## config.mk

```make
export PLATFORM = sky130hd
export DESIGN_NAME = welcome_scanout
export DESIGN_NICKNAME = d
export VERILOG_FILES = /design/src/rtl/welcome_scanout.sv
export SDC_FILE = /design/constraint.sdc
export NUM_CORES = 1
export LEC_CHECK = 0
export CELL_PAD_IN_SITES_DETAIL_PLACEMENT = 1
export CELL_PAD_IN_SITES_GLOBAL_PLACEMENT = 1
export CORE_UTILIZATION = 37
export CTS_CLUSTER_DIAMETER = 200
export CTS_CLUSTER_SIZE = 25
export DETAILED_ROUTE_END_ITERATION = 10
export MAX_ROUTING_LAYER = met4
export PLACE_DENSITY_LB_ADDON = 0.1
export SYNTH_ARGS = -nofsm -noshare
export SYNTH_HDL_FRONTEND = slang
export SYNTH_SLANG_ARGS = --single-unit
export TNS_END_PERCENT = 100
```

## constraint.sdc

```tcl
create_clock -name Clk -period 4.9 [get_ports Clk]
set_input_delay 0.49 -clock Clk [delete_from_list [all_inputs] [get_ports Clk]]
set_output_delay 0.49 -clock Clk [all_outputs]
set_load 0.005 [all_outputs]
```

## src/rtl/welcome_scanout.sv

```systemverilog
// -----------------------------------------------------------------------------
// welcome_scanout
//   Scans the 640x480 1-bpp welcome bitmap out of the welcome frame RAM to VGA.
//   It generates the RAM read address from DrawX/DrawY and applies a per-frame
//   fade-in / hold / fade-out intensity to the foreground colour. It raises
//   welcome_done once the fade-out has finished.
//
//   Pipeline: T0 DrawX/DrawY present, T1 read_address registered,
//             T2 ram_data valid, T3 RGB / syncs / blank registered.
//
// Ports
//   Clk            in   pixel clock (single domain)
//   Reset_n        in   asynchronous active-low reset
//   DrawX, DrawY   in   current pixel column / row from the VGA controller
//   blank_in       in   VGA blank, active-low (0 = blanking)
//   hs_in, vs_in   in   horizontal / vertical sync, active-low
//   start_key      in   start request, active-high level, asynchronous
//   ram_data       in   RAM read data (1-cycle registered read)
//   read_address   out  RAM read address
//   Red/Green/Blue out  pixel colour
//   hs_out, vs_out, blank_out out  syncs and blank aligned with RGB
//   welcome_done   out  high (held) once the fade-out has completed
// -----------------------------------------------------------------------------
module welcome_scanout #(
   parameter int         H_ACTIVE  = 640,
   parameter int         V_ACTIVE  = 480,
   parameter int         ADDR_W    = 19,
   parameter int         FADE_STEP = 8,
   parameter logic [7:0] FG_R      = 8'hFF,
   parameter logic [7:0] FG_G      = 8'hFF,
   parameter logic [7:0] FG_B      = 8'hFF
) (
   input  logic              Clk,
   input  logic              Reset_n,
   input  logic [9:0]        DrawX,
   input  logic [9:0]        DrawY,
   input  logic              blank_in,
   input  logic              hs_in,
   input  logic              vs_in,
   input  logic              start_key,
   input  logic              ram_data,
   output logic [ADDR_W-1:0] read_address,
   output logic [7:0]        Red,
   output logic [7:0]        Green,
   output logic [7:0]        Blue,
   output logic              hs_out,
   output logic              vs_out,
   output logic              blank_out,
   output logic              welcome_done
);

   typedef enum logic [1:0] {
      S_FADE_IN  = 2'd0,
      S_SHOW     = 2'd1,
      S_FADE_OUT = 2'd2,
      S_DONE     = 2'd3
   } state_t;

   localparam logic [8:0] LVL_FULL = 9'd256;
   localparam logic [8:0] STEP9    = 9'(FADE_STEP);
   localparam logic [9:0] STEP10   = 10'(FADE_STEP);

   // Channel scaling: 8x9-bit product, keep bits [15:8].
   function automatic logic [7:0] scale_colour(input logic [7:0] c, input logic [8:0] lvl);
      logic [16:0] prod;
      prod = {9'd0, c} * {8'd0, lvl};
      return 8'(prod >> 8);
   endfunction

   // ---------------- stage 1: address ----------------
   logic              in_rng_s;
   logic [ADDR_W-1:0] addr_d;
   logic [ADDR_W-1:0] addr_q;
   logic [ADDR_W-1:0] y_ext_s;
   logic [ADDR_W-1:0] x_ext_s;

   // Address computation: Y*640 as (Y<<9)+(Y<<7), forced to 0 off-screen.
   always_comb begin
      y_ext_s  = ADDR_W'(DrawY);
      x_ext_s  = ADDR_W'(DrawX);
      in_rng_s = (DrawX < 10'(H_ACTIVE)) && (DrawY < 10'(V_ACTIVE));
      if (in_rng_s) begin
         addr_d = (y_ext_s << 9) + (y_ext_s << 7) + x_ext_s;
      end else begin
         addr_d = {ADDR_W{1'b0}};
      end
   end

   // ---------------- delay lines (T1, T2) ----------------
   logic [1:0] in_rng_q;
   logic [1:0] blank_q;
   logic [1:0] hs_q;
   logic [1:0] vs_q;

   // Address register and the first two taps of each alignment delay.
   always_ff @(posedge Clk or negedge Reset_n) begin
      if (!Reset_n) begin
         addr_q   <= {ADDR_W{1'b0}};
         in_rng_q <= 2'b00;
         blank_q  <= 2'b00;
         hs_q     <= 2'b11;
         vs_q     <= 2'b11;
      end else begin
         addr_q   <= addr_d;
         in_rng_q <= {in_rng_q[0], in_rng_s};
         blank_q  <= {blank_q[0], blank_in};
         hs_q     <= {hs_q[0], hs_in};
         vs_q     <= {vs_q[0], vs_in};
      end
   end

   // ---------------- frame tick and start synchroniser ----------------
   logic vs_prev_q;
   logic key_s1_q;
   logic key_s2_q;
   logic key_s3_q;
   logic tick_s;
   logic start_pulse_s;

   // vs_in history for the falling-edge tick; start_key synchroniser plus edge flop.
   always_ff @(posedge Clk or negedge Reset_n) begin
      if (!Reset_n) begin
         vs_prev_q <= 1'b0;
         key_s1_q  <= 1'b0;
         key_s2_q  <= 1'b0;
         key_s3_q  <= 1'b0;
      end else begin
         vs_prev_q <= vs_in;
         key_s1_q  <= start_key;
         key_s2_q  <= key_s1_q;
         key_s3_q  <= key_s2_q;
      end
   end

   assign tick_s        = vs_prev_q & ~vs_in;
   assign start_pulse_s = key_s2_q & ~key_s3_q;

   // ---------------- fade FSM ----------------
   state_t     state_q;
   state_t     state_d;
   logic [8:0] level_q;
   logic [8:0] level_d;
   logic [9:0] sum_s;
   logic [8:0] lvl_up_s;
   logic [8:0] lvl_dn_s;
   logic       done_q;

   // Saturating level arithmetic; the 10-bit sum keeps the carry for the 256 clamp.
   always_comb begin
      sum_s = {1'b0, level_q} + STEP10;
      if (sum_s >= 10'd256) begin
         lvl_up_s = LVL_FULL;
      end else begin
         lvl_up_s = sum_s[8:0];
      end
      if (level_q <= STEP9) begin
         lvl_dn_s = 9'd0;
      end else begin
         lvl_dn_s = level_q - STEP9;
      end
   end

   // Next state and level; a start pulse in FADE_IN wins over a coincident tick.
   always_comb begin
      state_d = state_q;
      level_d = level_q;
      case (state_q)
         S_FADE_IN: begin
            if (start_pulse_s) begin
               state_d = S_FADE_OUT;
            end else if (tick_s) begin
               level_d = lvl_up_s;
               if (lvl_up_s == LVL_FULL) begin
                  state_d = S_SHOW;
               end else begin
                  state_d = S_FADE_IN;
               end
            end else begin
               level_d = level_q;
            end
         end
         S_SHOW: begin
            level_d = LVL_FULL;
            if (start_pulse_s) begin
               state_d = S_FADE_OUT;
            end else begin
               state_d = S_SHOW;
            end
         end
         S_FADE_OUT: begin
            if (tick_s) begin
               level_d = lvl_dn_s;
               if (lvl_dn_s == 9'd0) begin
                  state_d = S_DONE;
               end else begin
                  state_d = S_FADE_OUT;
               end
            end else begin
               level_d = level_q;
            end
         end
         S_DONE: begin
            level_d = 9'd0;
            state_d = S_DONE;
         end
         default: begin
            state_d = S_FADE_IN;
            level_d = 9'd0;
         end
      endcase
   end

   // FSM state, level and the held done flag.
   always_ff @(posedge Clk or negedge Reset_n) begin
      if (!Reset_n) begin
         state_q <= S_FADE_IN;
         level_q <= 9'd0;
         done_q  <= 1'b0;
      end else begin
         state_q <= state_d;
         level_q <= level_d;
         done_q  <= (state_d == S_DONE);
      end
   end

   // ---------------- stage 3: colour and aligned syncs ----------------
   logic       pix_s;
   logic [7:0] red_q;
   logic [7:0] green_q;
   logic [7:0] blue_q;
   logic       hs_out_q;
   logic       vs_out_q;
   logic       blank_out_q;

   assign pix_s = ram_data & in_rng_q[1] & blank_q[1];

   // Output register: scaled foreground where the bitmap is lit, black elsewhere.
   always_ff @(posedge Clk or negedge Reset_n) begin
      if (!Reset_n) begin
         red_q       <= 8'd0;
         green_q     <= 8'd0;
         blue_q      <= 8'd0;
         hs_out_q    <= 1'b1;
         vs_out_q    <= 1'b1;
         blank_out_q <= 1'b0;
      end else begin
         if (pix_s) begin
            red_q   <= scale_colour(FG_R, level_q);
            green_q <= scale_colour(FG_G, level_q);
            blue_q  <= scale_colour(FG_B, level_q);
         end else begin
            red_q   <= 8'd0;
            green_q <= 8'd0;
            blue_q  <= 8'd0;
         end
         hs_out_q    <= hs_q[1];
         vs_out_q    <= vs_q[1];
         blank_out_q <= blank_q[1];
      end
   end

   assign read_address = addr_q;
   assign Red          = red_q;
   assign Green        = green_q;
   assign Blue         = blue_q;
   assign hs_out       = hs_out_q;
   assign vs_out       = vs_out_q;
   assign blank_out    = blank_out_q;
   assign welcome_done = done_q;

endmodule

```

==> qor.txt <==
Post-synth top flop: dfrtp_1
Worst-Skew Late Latency: 0.29 ns
Placed Cells: 634
Maximum fanout along the worst path: 8
Total CTS buffers: 5
Final WS setup: 0.372 ns
Setup TNS: 0 ns
Gr ovfl total: 0
Post-synth EDFFs: 0
Post-CTS Hold Fix Bufs: 0
Syn Area/Cell: 10.3 sq um
Syn. warnings: 0
Wire per inst: 15.5 um
Crit path capture type: flip-flop
Metal3 WL: 292 um
RePlAce Congestion: 0.816
Vias per inst: 5.05
Final period util: 92.4%
Mapped Area: 4470 sq um
Routed length on met2: 5.17 mm
Area grow syn2layout: 21.6%
Die Area: 12,500 sq um
Number of global-route vias before repair: 3,586
Final Max Tran Viols: 0
Register area share after synthesis: 30.4%
Status: finished, violations left
Total Power: 0.00240 W
Delay-heaviest family, CP: adder cells
Flop-to-flop setup slack: 0.37 ns
First-pass GRT wire length: 17.3 mm
CP arrival: 4.74 ns
Slew HR: 52.3%
Post-synth top area cell: dfrtp_1
Die Height: 112 um
Static leakage: 2.64 nW
# DRC: 5
CP max stage delay: 0.53 ns
VDD IR max: 0.183 mV
Initial antenna violation count: 0
Slowest cell on the critical path: dfrtp_1
RSZ-0062 raised after global routing: no
CTS clk-pin slew, worst paths: 0.07 ns
Mapped Cells: 433
Die width: 112 um
Fillers: 1,305
Final hold vios: 0
Worst slew pin tran: 0.715 ns
Hold Path Class: in2async
CTS Root Buffer Type: clkbuf_16
Row cnt: 39
M1 WL: 4.37 mm
Worst r2r path cells: 14
Dpl ws: 0.349 ns
Crit Path Category: reg2reg
Failing checks: design-rule violations
Crit path time final: 4.53 ns
Io pins: 74
Nets: 624
Total number of vias: 3,243
Yosys reg bits: 54
CTS tree: yes
FF-to-FF Start: level_q[5]$_DFFE_PN0P_
Initial Util: 38.5%
RR Endpoint: Blue[5]$_DFF_PN0_
Largest net degree at the start of global routing: 55
Critical path cell sequence: inv_1 > fa_1 > inv_1 > fa_1 > fa_1 > inv_1 > fa_1 > inv_1 > ha_1 > a21o_1 > a311oi_1 > nand2_1 > o21ai_0 > mux2i_1
Synth area leaders: dfrtp_1, ha_1, fa_1, inv_1, dfstp_2
DRT antenna net count: 0
Data required, critical path: 5.11 ns
Core outline area: 11,600 sq um
Final HPWL from detailed placement: 8.11 mm
Setup crit start kind: flip-flop
Antenna diode count: 0
Synth cell types: 55
Buffer count from post-CTS setup fixing: 0
Max-cap viol count: 0
Max layer used: met4
Final WL: 9.94 mm
Ys async rst share: 100%
FMAX: 221 MHz
DRT iter0 DRCs: 120
Final setup viols: 0
Port buffer count: 73
Pwr Density: 441 nW/um^2
Final Instance Count excl. Fillers: 642
Clock Skew: 0.00393 ns
H-tree Lvls: 2
TritonRoute pass-1 iters: 7
WP buf/inv: 4
CTS Buffer Depth: 2
Cts repair resizes: 0
Synth top area share: 26.9%
Global router's overall resource usage: 17.9%
Clock sinks: 54
Proportion of layout cells with a drive suffix above 1: 6.01%
Syn_nets: 559
==> per-stage QoR <==
stage,util [%],instance area [sq um],hold WS (ns)
after floorplan,-,4470,0.194
after global placement,45.4,5280,0.334
after detailed placement,45.4,5280,0.343
after CTS,46.8,5440,0.351
after global routing,46.8,5440,0.359
final,46.8,5440,0.334
==> worst max path at each step <==
stage / startpoint / cells past startpoint / slack [ns] / endpoint
after CTS: level_q[5]$_DFFE_PN0P_ / 14 / 0.33 / Blue[5]$_DFF_PN0_
after detailed placement: level_q[5]$_DFFE_PN0P_ / 14 / 0.35 / Blue[4]$_DFF_PN0_
after global placement: level_q[5]$_DFFE_PN0P_ / 14 / 0.49 / Blue[4]$_DFF_PN0_
final: level_q[5]$_DFFE_PN0P_ / 14 / 0.37 / Blue[5]$_DFF_PN0_
after global routing: level_q[5]$_DFFE_PN0P_ / 14 / 0.05 / Blue[5]$_DFF_PN0_
after floorplan: level_q[3]$_DFFE_PN0P_ / 14 / 0.62 / Blue[4]$_DFF_PN0_
==> cells in the final DEF (no fill, tap or decap), types with 3 or more instances in the layout <==
master           instances
a211oi_1                 4
a21o_1                   8
a21oi_1                 13
a31oi_1                  4
and2_1                  12
and3_1                   3
buf_4                    5
clkbuf_16                5
clkdlybuf4s50_1         72
dfrtp_1                 48
dfstp_2                  6
fa_1                    36
ha_1                    63
inv_1                   74
mux2i_1                  6
nand2_1                 18
nand2b_1                 5
nand3_1                  7
nand4_1                  6
nor2_1                  20
nor2b_1                  3
nor3_1                   5
o21ai_0                 16
or3_1                    5
xnor2_1                 10
xor2_1                   5
==> flip-flops by register name, indices dropped and copies added (netlist names) <==
register / count
read_address: 19
level_q: 9
Blue: 8
blank_q: 2
hs_q: 2
in_rng_q: 2
state_q: 2
vs_q: 2
blank_out: 1
hs_out: 1
key_s1_q: 1
key_s2_q: 1
key_s3_q: 1
vs_out: 1
vs_prev_q: 1
welcome_done: 1
==> per-layer routing <==
layer / vias up / global-route usage, %
met2: 54 / 32.2
li1: 1543 / -
met3: 9 / 2.83
met1: 1637 / 20.9
met4: 0 / 4.18
met5: - / -
==> worst reg2reg max path, stage by stage, from the launching register on <==
cell and delay [ns]:
dfrtp_1 0.53, inv_1 0.23, fa_1 0.53, inv_1 0.09
fa_1 0.45, fa_1 0.51, inv_1 0.05, fa_1 0.53
inv_1 0.04, ha_1 0.36, a21o_1 0.22, a311oi_1 0.31
nand2_1 0.14, o21ai_0 0.23, mux2i_1 0.21
==> final cells by class <==
| class | count | area (sq um) | share of cell area [%] |
|---|---|---|---|
| clock buffers | 7 | 133 | 2.44 |
| clock inverters | 1 | 30.0 | 0.552 |
| inverters | 75 | 282 | 5.18 |
| multi-input cells | 284 | 2690 | 49.5 |
| flip-flops and latches | 54 | 1360 | 25.0 |
| well taps | 143 | 179 | 3.29 |
| repair buffers | 78 | 763 | 14.0 |
==> Yosys cell counts (all sizes together) (3+ instances only) <==
cell type,instances
and2,12
a21o,8
nor2b,3
dfstp,6
ha,63
xor2,5
a31oi,4
a21oi,13
mux2i,6
o21ai,18
xnor2,10
and3,3
nand4,6
dfrtp,48
a211oi,4
fa,36
nor2,20
nand2b,5
or3,5
buf,19
inv,75
nand2,18
nor3,5
nand3,7
==> cell families (layout without fill, tap and decap cells) <==
logic type | count (synthesis) | after routing | share of synthesized area (%)
compound gates | 69 | 69 | 10.7
xor+xnor | 15 | 15 | 2.94
fa+ha+maj | 99 | 99 | 33.7
buf+inv | 95 | 161 | 9.40
flops | 54 | 54 | 30.4
mux | 7 | 7 | 1.59
simple gates | 94 | 94 | 11.2
==> where the power goes <==
group	total, W	internal [W]	switching [W]
clock	0.000400	0.000242	0.000158
combinational	0.00146	0.000622	0.000836
sequential	0.000541	0.000495	0.0000457
Note: power is estimated with default switching activity, not from simulation.
